==> config.mk <==
export PLATFORM = sky130hd
export DESIGN_NAME = ram_sdp_be
export DESIGN_NICKNAME = d
export VERILOG_FILES = /design/src/rtl/ram_pkg.sv /design/src/rtl/ram_sdp_core.sv /design/src/rtl/ram_sdp_be.sv
export SDC_FILE = /design/constraint.sdc
export NUM_CORES = 2
export LEC_CHECK = 0
export BUFFER_PORTS_ARGS = -buffer_cell sky130_fd_sc_hd__clkbuf_2
export CORE_ASPECT_RATIO = 1.4
export CORE_MARGIN = 2
export CORE_UTILIZATION = 45
export DETAILED_ROUTE_END_ITERATION = 12
export GPL_TIMING_DRIVEN = 0
export PLACE_DENSITY_LB_ADDON = 0.05
export SKIP_LAST_GASP = 1
export SYNTH_ARGS = -nofsm -noshare
export SYNTH_HDL_FRONTEND = slang
export SYNTH_SLANG_ARGS = --single-unit
==> constraint.sdc <==
create_clock -name clk -period 4.9 [get_ports clk]
set_clock_uncertainty 0.1 [all_clocks]
set_input_delay 0.245 -clock clk [delete_from_list [all_inputs] [get_ports clk]]
set_output_delay 0.245 -clock clk [all_outputs]
set_load 0.005 [all_outputs]
==> src/rtl/ram_pkg.sv <==
// Shared types and constants for the byte-enabled simple dual-port RAM.
package ram_pkg;

  typedef enum logic {CLEAR, READY} state_e;

  localparam int unsigned RDW_OLD = 0;
  localparam int unsigned RDW_NEW = 1;

  // Index width needed to address a given number of words (at least 1 bit).
  function automatic int unsigned idx_width(input int unsigned depth);
    return (depth > 1) ? $clog2(depth) : 1;
  endfunction

endpackage

==> src/rtl/ram_sdp_core.sv <==
// Storage array: one byte-enabled write port, one registered read port, no reset.
module ram_sdp_core
  import ram_pkg::*;
#(
  parameter int unsigned k = 32,
  parameter int unsigned l = 64
) (
  input  logic                      clk,
  input  logic                      i_we,
  input  logic [k/8-1:0]            i_be,
  input  logic [idx_width(l)-1:0]   i_wadr,
  input  logic [k-1:0]              i_wdata,
  input  logic                      i_re,
  input  logic [idx_width(l)-1:0]   i_radr,
  output logic [k-1:0]              o_rdata
);

  logic [k-1:0] r_mem [l];
  logic [k-1:0] r_rdata;

  always_ff @(posedge clk) begin
    if (i_we) begin
      for (int i = 0; i < int'(k / 8); i++) begin
        if (i_be[i]) r_mem[i_wadr][8*i +: 8] <= i_wdata[8*i +: 8];
      end
    end
    if (i_re) r_rdata <= r_mem[i_radr];
  end

  assign o_rdata = r_rdata;

endmodule

==> src/rtl/ram_sdp_be.sv <==
// Byte-enabled SDP RAM with power-up zero sweep, range checks, read-during-write
// merge and a 1- or 2-cycle read pipeline.
module ram_sdp_be
  import ram_pkg::*;
#(
  parameter int unsigned k        = 32,
  parameter int unsigned l        = 64,
  parameter int unsigned m        = 7,
  parameter int unsigned RD_LAT   = 1,
  parameter int unsigned RDW_MODE = 0
) (
  input  logic           clk,
  input  logic           rst,
  input  logic           we,
  input  logic [k/8-1:0] be,
  input  logic [m-1:0]   write_adr,
  input  logic [k-1:0]   data_in,
  input  logic           re,
  input  logic [m-1:0]   read_adr,
  output logic [k-1:0]   data_out,
  output logic           rd_valid,
  output logic           busy
);

  localparam int unsigned NB = k / 8;
  localparam int unsigned AW = idx_width(l);
  localparam logic [m:0] AdrLim = (m + 1)'(l);
  localparam logic [AW-1:0] LastIdx = AW'(l - 1);

  state_e r_state, w_state_nxt;
  logic [AW-1:0] r_clr_ptr, w_clr_ptr_nxt;

  always_ff @(posedge clk) begin
    if (rst) begin
      r_state   <= CLEAR;
      r_clr_ptr <= '0;
    end else begin
      r_state   <= w_state_nxt;
      r_clr_ptr <= w_clr_ptr_nxt;
    end
  end

  always_comb begin
    w_state_nxt   = r_state;
    w_clr_ptr_nxt = r_clr_ptr;
    unique case (r_state)
      CLEAR: begin
        if (r_clr_ptr == LastIdx) begin
          w_state_nxt   = READY;
          w_clr_ptr_nxt = '0;
        end else begin
          w_clr_ptr_nxt = r_clr_ptr + 1'b1;
        end
      end
      READY: ;
    endcase
  end

  assign busy = (r_state == CLEAR);

  logic w_wr_ok, w_rd_acc, w_rd_in, w_rdw_hit;
  logic [k-1:0] w_core_rdata;

  assign w_wr_ok   = we & ~busy & ~rst & ({1'b0, write_adr} < AdrLim);
  assign w_rd_acc  = re & ~busy & ~rst;
  assign w_rd_in   = ({1'b0, read_adr} < AdrLim);
  assign w_rdw_hit = w_wr_ok & w_rd_acc & (read_adr == write_adr);

  // The sweep owns the write port while busy; user requests are dropped.
  ram_sdp_core #(
    .k (k),
    .l (l)
  ) u_core (
    .clk     (clk),
    .i_we    (busy | w_wr_ok),
    .i_be    (busy ? {NB{1'b1}} : be),
    .i_wadr  (busy ? r_clr_ptr : write_adr[AW-1:0]),
    .i_wdata (busy ? '0 : data_in),
    .i_re    (w_rd_acc & w_rd_in),
    .i_radr  (read_adr[AW-1:0]),
    .o_rdata (w_core_rdata)
  );

  logic           r_s1_valid, r_s1_zero;
  logic [NB-1:0]  r_s1_mask;
  logic [k-1:0]   r_s1_byp;
  logic [k-1:0]   w_s1_data;

  // Side-band for the array read: out-of-range zeroing and write-lane bypass.
  always_ff @(posedge clk) begin
    if (rst) begin
      r_s1_valid <= 1'b0;
      r_s1_zero  <= 1'b1;
      r_s1_mask  <= '0;
      r_s1_byp   <= '0;
    end else begin
      r_s1_valid <= w_rd_acc;
      if (w_rd_acc) begin
        r_s1_zero <= ~w_rd_in;
        r_s1_mask <= (RDW_MODE == RDW_NEW && w_rdw_hit) ? be : '0;
        r_s1_byp  <= data_in;
      end
    end
  end

  always_comb begin
    w_s1_data = '0;
    for (int i = 0; i < int'(NB); i++) begin
      w_s1_data[8*i +: 8] = r_s1_mask[i] ? r_s1_byp[8*i +: 8] : w_core_rdata[8*i +: 8];
    end
    if (r_s1_zero) w_s1_data = '0;
  end

  if (RD_LAT == 2) begin : g_lat2
    logic         r_s2_valid;
    logic [k-1:0] r_s2_data;

    always_ff @(posedge clk) begin
      if (rst) begin
        r_s2_valid <= 1'b0;
        r_s2_data  <= '0;
      end else begin
        r_s2_valid <= r_s1_valid;
        if (r_s1_valid) r_s2_data <= w_s1_data;
      end
    end

    assign data_out = r_s2_data;
    assign rd_valid = r_s2_valid;
  end else begin : g_lat1
    assign data_out = w_s1_data;
    assign rd_valid = r_s1_valid;
  end

endmodule

==> qor.yml <==
fp.dieW_um: 362.5
critical_path.startpoint: "r_state"
worst_r2r_startpoint: "r_state"
r2r_cells: 5
final_nets: 4226
p_comb_frac: 0.046
synth.top_cells.by_area: "edfxtp_1 77%, mux4_2 13%, nor2_1 1.4%"
cts.clk_slew.worst_paths_ps: 60
worstMarginPinSlew_ps: 1546
max_freq_mhz: 215.7
final_area_um2: 91490
ys.flop_type: "edfxtp_1"
cts_tree: "built"
cts_resized: 0
initial_core_util: 0.4520
finalCriticalPeriod_ps: 4636
grt_use_total: 0.3121
syn_area_per_cell_um2: 21.17
finalSetupViolations: 0
power.share.clock: 0.416
finish.utilization: 0.5108
netlist.top_cell.by_area: "edfxtp_1"
cp.required_ps: 5240
hold_class: "input pin to flop"
synth_edf_count: 2080
ios: 88
rrSetupSlack_ps: 260
layout-drive-gt1-share: 0.2510
swShare: 0.2222
synthArstFlopShare: 0
core_area_um2: 179100
cts_sinks: 2089
cts_htree_levels: 4
total_leakage_power_nw: 27.31
numCtsBuffers: 197
synth-seq-cells: 2089
grt_first_pass_wirelength_um: 377000
port_buffers: 84
power-per-cell-area_nw_per_um2: 396.4
whs_ps: 23.90
firstDrtPassIters: 7
ir_drop_mv: 0.4196
hold_viol_final: 0
crit_path_start_kind: "flop"
violations: "capacitance limit, slew limit"
synth_nets: 3879
seq_power_share: 0.537
yosysMostFrequentCell: "edfxtp_1"
cp_max_fo: 10
post-cts-setup-buffers: 0
cts_buffer_depth: 3
die_h_um: 505.9
grt_overflow: 0
switchingPower_mw: 8.057
timing.final.crit_share: 0.9461
maxSlewViolCount: 44
rsz0062_at_grt: "no"
cp.arrival_ps: 4980
dp_hpwl_um: 199800
vias: 41990
fin_cells: 6664
drc: 0
grt_max_degree: 65
dieArea_um2: 183400
ant_nets: 0
cp-endpoint: "u_core.r_mem[4][15]"
clk_latency_ps: 850
wl_um: 285300
synthToLayoutAreaGrowth_pct: 13.02
reg2reg_to: "u_core.r_mem[4][15]"
criticalPathCategory: "flop to flop"
syn_area_um2: 80950
gp_congestion: 0.9207
synth_seq_area_share: 0.7738
synth_cell_type_count: 48
placed_area_um2: 84960
grt_pass1_vias: 42230
yosysWarnings: 0
internal_power_mw: 28.21
synth.top_cell.area_share: 0.7716
cp-end-kind: "flop"
routed_via_density: 6.301
drv_cap: 6
cts_root_buf: "clkbuf_16"
num_rows: 184
max_slew_margin: -0.03069
synth_cells: 3824
netlist_top_cells_count: "2080 x edfxtp_1, 456 x mux4_2, 308 x nor2_1, 128 x o22ai_1, 115 x mux2i_1"
antenna_found_initial: 18
wl_per_cell_um: 42.81
status: "finished, violations left"
cts_hold_buf: 29
dpl.cell_count: 6266
dr.first_iter.drc_count: 5548
## cells by family (layout without fill, tap and decap cells)
logic type	count (synthesis)	after routing	share of synthesized area
flops	2089	2089	0.7738
buf+inv	222	729	0.01680
simple gates	546	546	0.03059
xor+xnor	5	5	0.0005411
fa+ha+maj	1	1	0.0001545
compound gates	326	326	0.02815
other cells	0	8	0
mux	635	635	0.1500
## metal layers
metal  wire length (µm)  track usage  up-vias
met3              19540      0.05647      526
met4              16540       0.1593       10
met1             103500       0.3784    22770
met2             145600       0.5356     2011
li1                   -            -    16670
met5                 68            0        -
## through the flow
stage / setup slack (ps) / TNS, ps / power [mW]
after global routing: 363.1 / 0 / 36.95
after detailed placement: -148.2 / -387.1 / 21.51
after floorplan: 1048 / 0 / 20.63
final: 263.9 / 0 / 36.26
after CTS: 443.4 / 0 / 36.33
after global placement: -3771 / -125480 / 21.50
## power by group through the flow
| stage | clock [mW] | sequential, mW | combinational (mW) |
|---|---|---|---|
| 3_3_place_gp | 0 | 19.9 | 1.64 |
| 3_5_place_dp | 0 | 19.9 | 1.64 |
| 6_report | 15.1 | 19.5 | 1.69 |
| 4_1_cts | 15.2 | 19.5 | 1.66 |
| 5_1_grt | 15.8 | 19.5 | 1.68 |
| 2_1_floorplan | 0 | 19.9 | 0.771 |
## area by class of cell
cell class              count  area (µm²)
well taps                2325        2909
flip-flops and latches   2089       62640
clock inverters           102       877.1
diodes                      8       20.02
fillers                 14400       87620
repair buffers            148        1350
plain buffers             219        1351
clock buffers             257        5304
multi-input cells        1513       17030
inverters                   3       11.26
## sequential cells by signal (all words and copies together) (netlist names)
name and cells:
u_core.o_rdata 32, rd_valid 1, r_clr_ptr 6, r_s1_zero 1, r_state 1, u_core.r_mem 2048
## layout by cell type, fill, tap and decap left out, types with 30 or more instances in the layout
| cell | Yosys | final |
|---|---|---|
| clkbuf_2 | 0 | 86 |
| nor2_1 | 308 | 307 |
| clkbuf_16 | 0 | 204 |
| clkinv_2 | 0 | 33 |
| buf_4 | 41 | 42 |
| o22ai_1 | 128 | 128 |
| nand2_1 | 53 | 53 |
| buf_2 | 62 | 62 |
| nand3_1 | 34 | 34 |
| mux2_2 | 64 | 64 |
| o221ai_1 | 33 | 33 |
| clkbuf_1 | 72 | 123 |
| a21oi_1 | 48 | 48 |
| edfxtp_1 | 2080 | 2080 |
| mux4_2 | 456 | 456 |
| clkinv_1 | 0 | 42 |
| buf_12 | 2 | 30 |
| mux2i_1 | 115 | 115 |
| nor2b_1 | 42 | 42 |
## worst max-delay path, cell delays in order, from the launching register on
cell	delay, ps
dfxtp_1	300
buf_2	210
inv_1	150
o31ai_2	1260
nand3_1	950
nor2_1	1220
## how the worst min path moves through the flow
stage | startpoint | end | depth (start not counted)
detailed placement | re | rd_valid | 3
finish | data_in[11] | u_core.r_mem[60][11] | 2
global route | data_in[11] | u_core.r_mem[62][11] | 2
floorplan | re | rd_valid | 2
global placement | re | rd_valid | 3
CTS | data_in[11] | u_core.r_mem[55][11] | 2
Note: power is estimated with default switching activity, not from simulation.
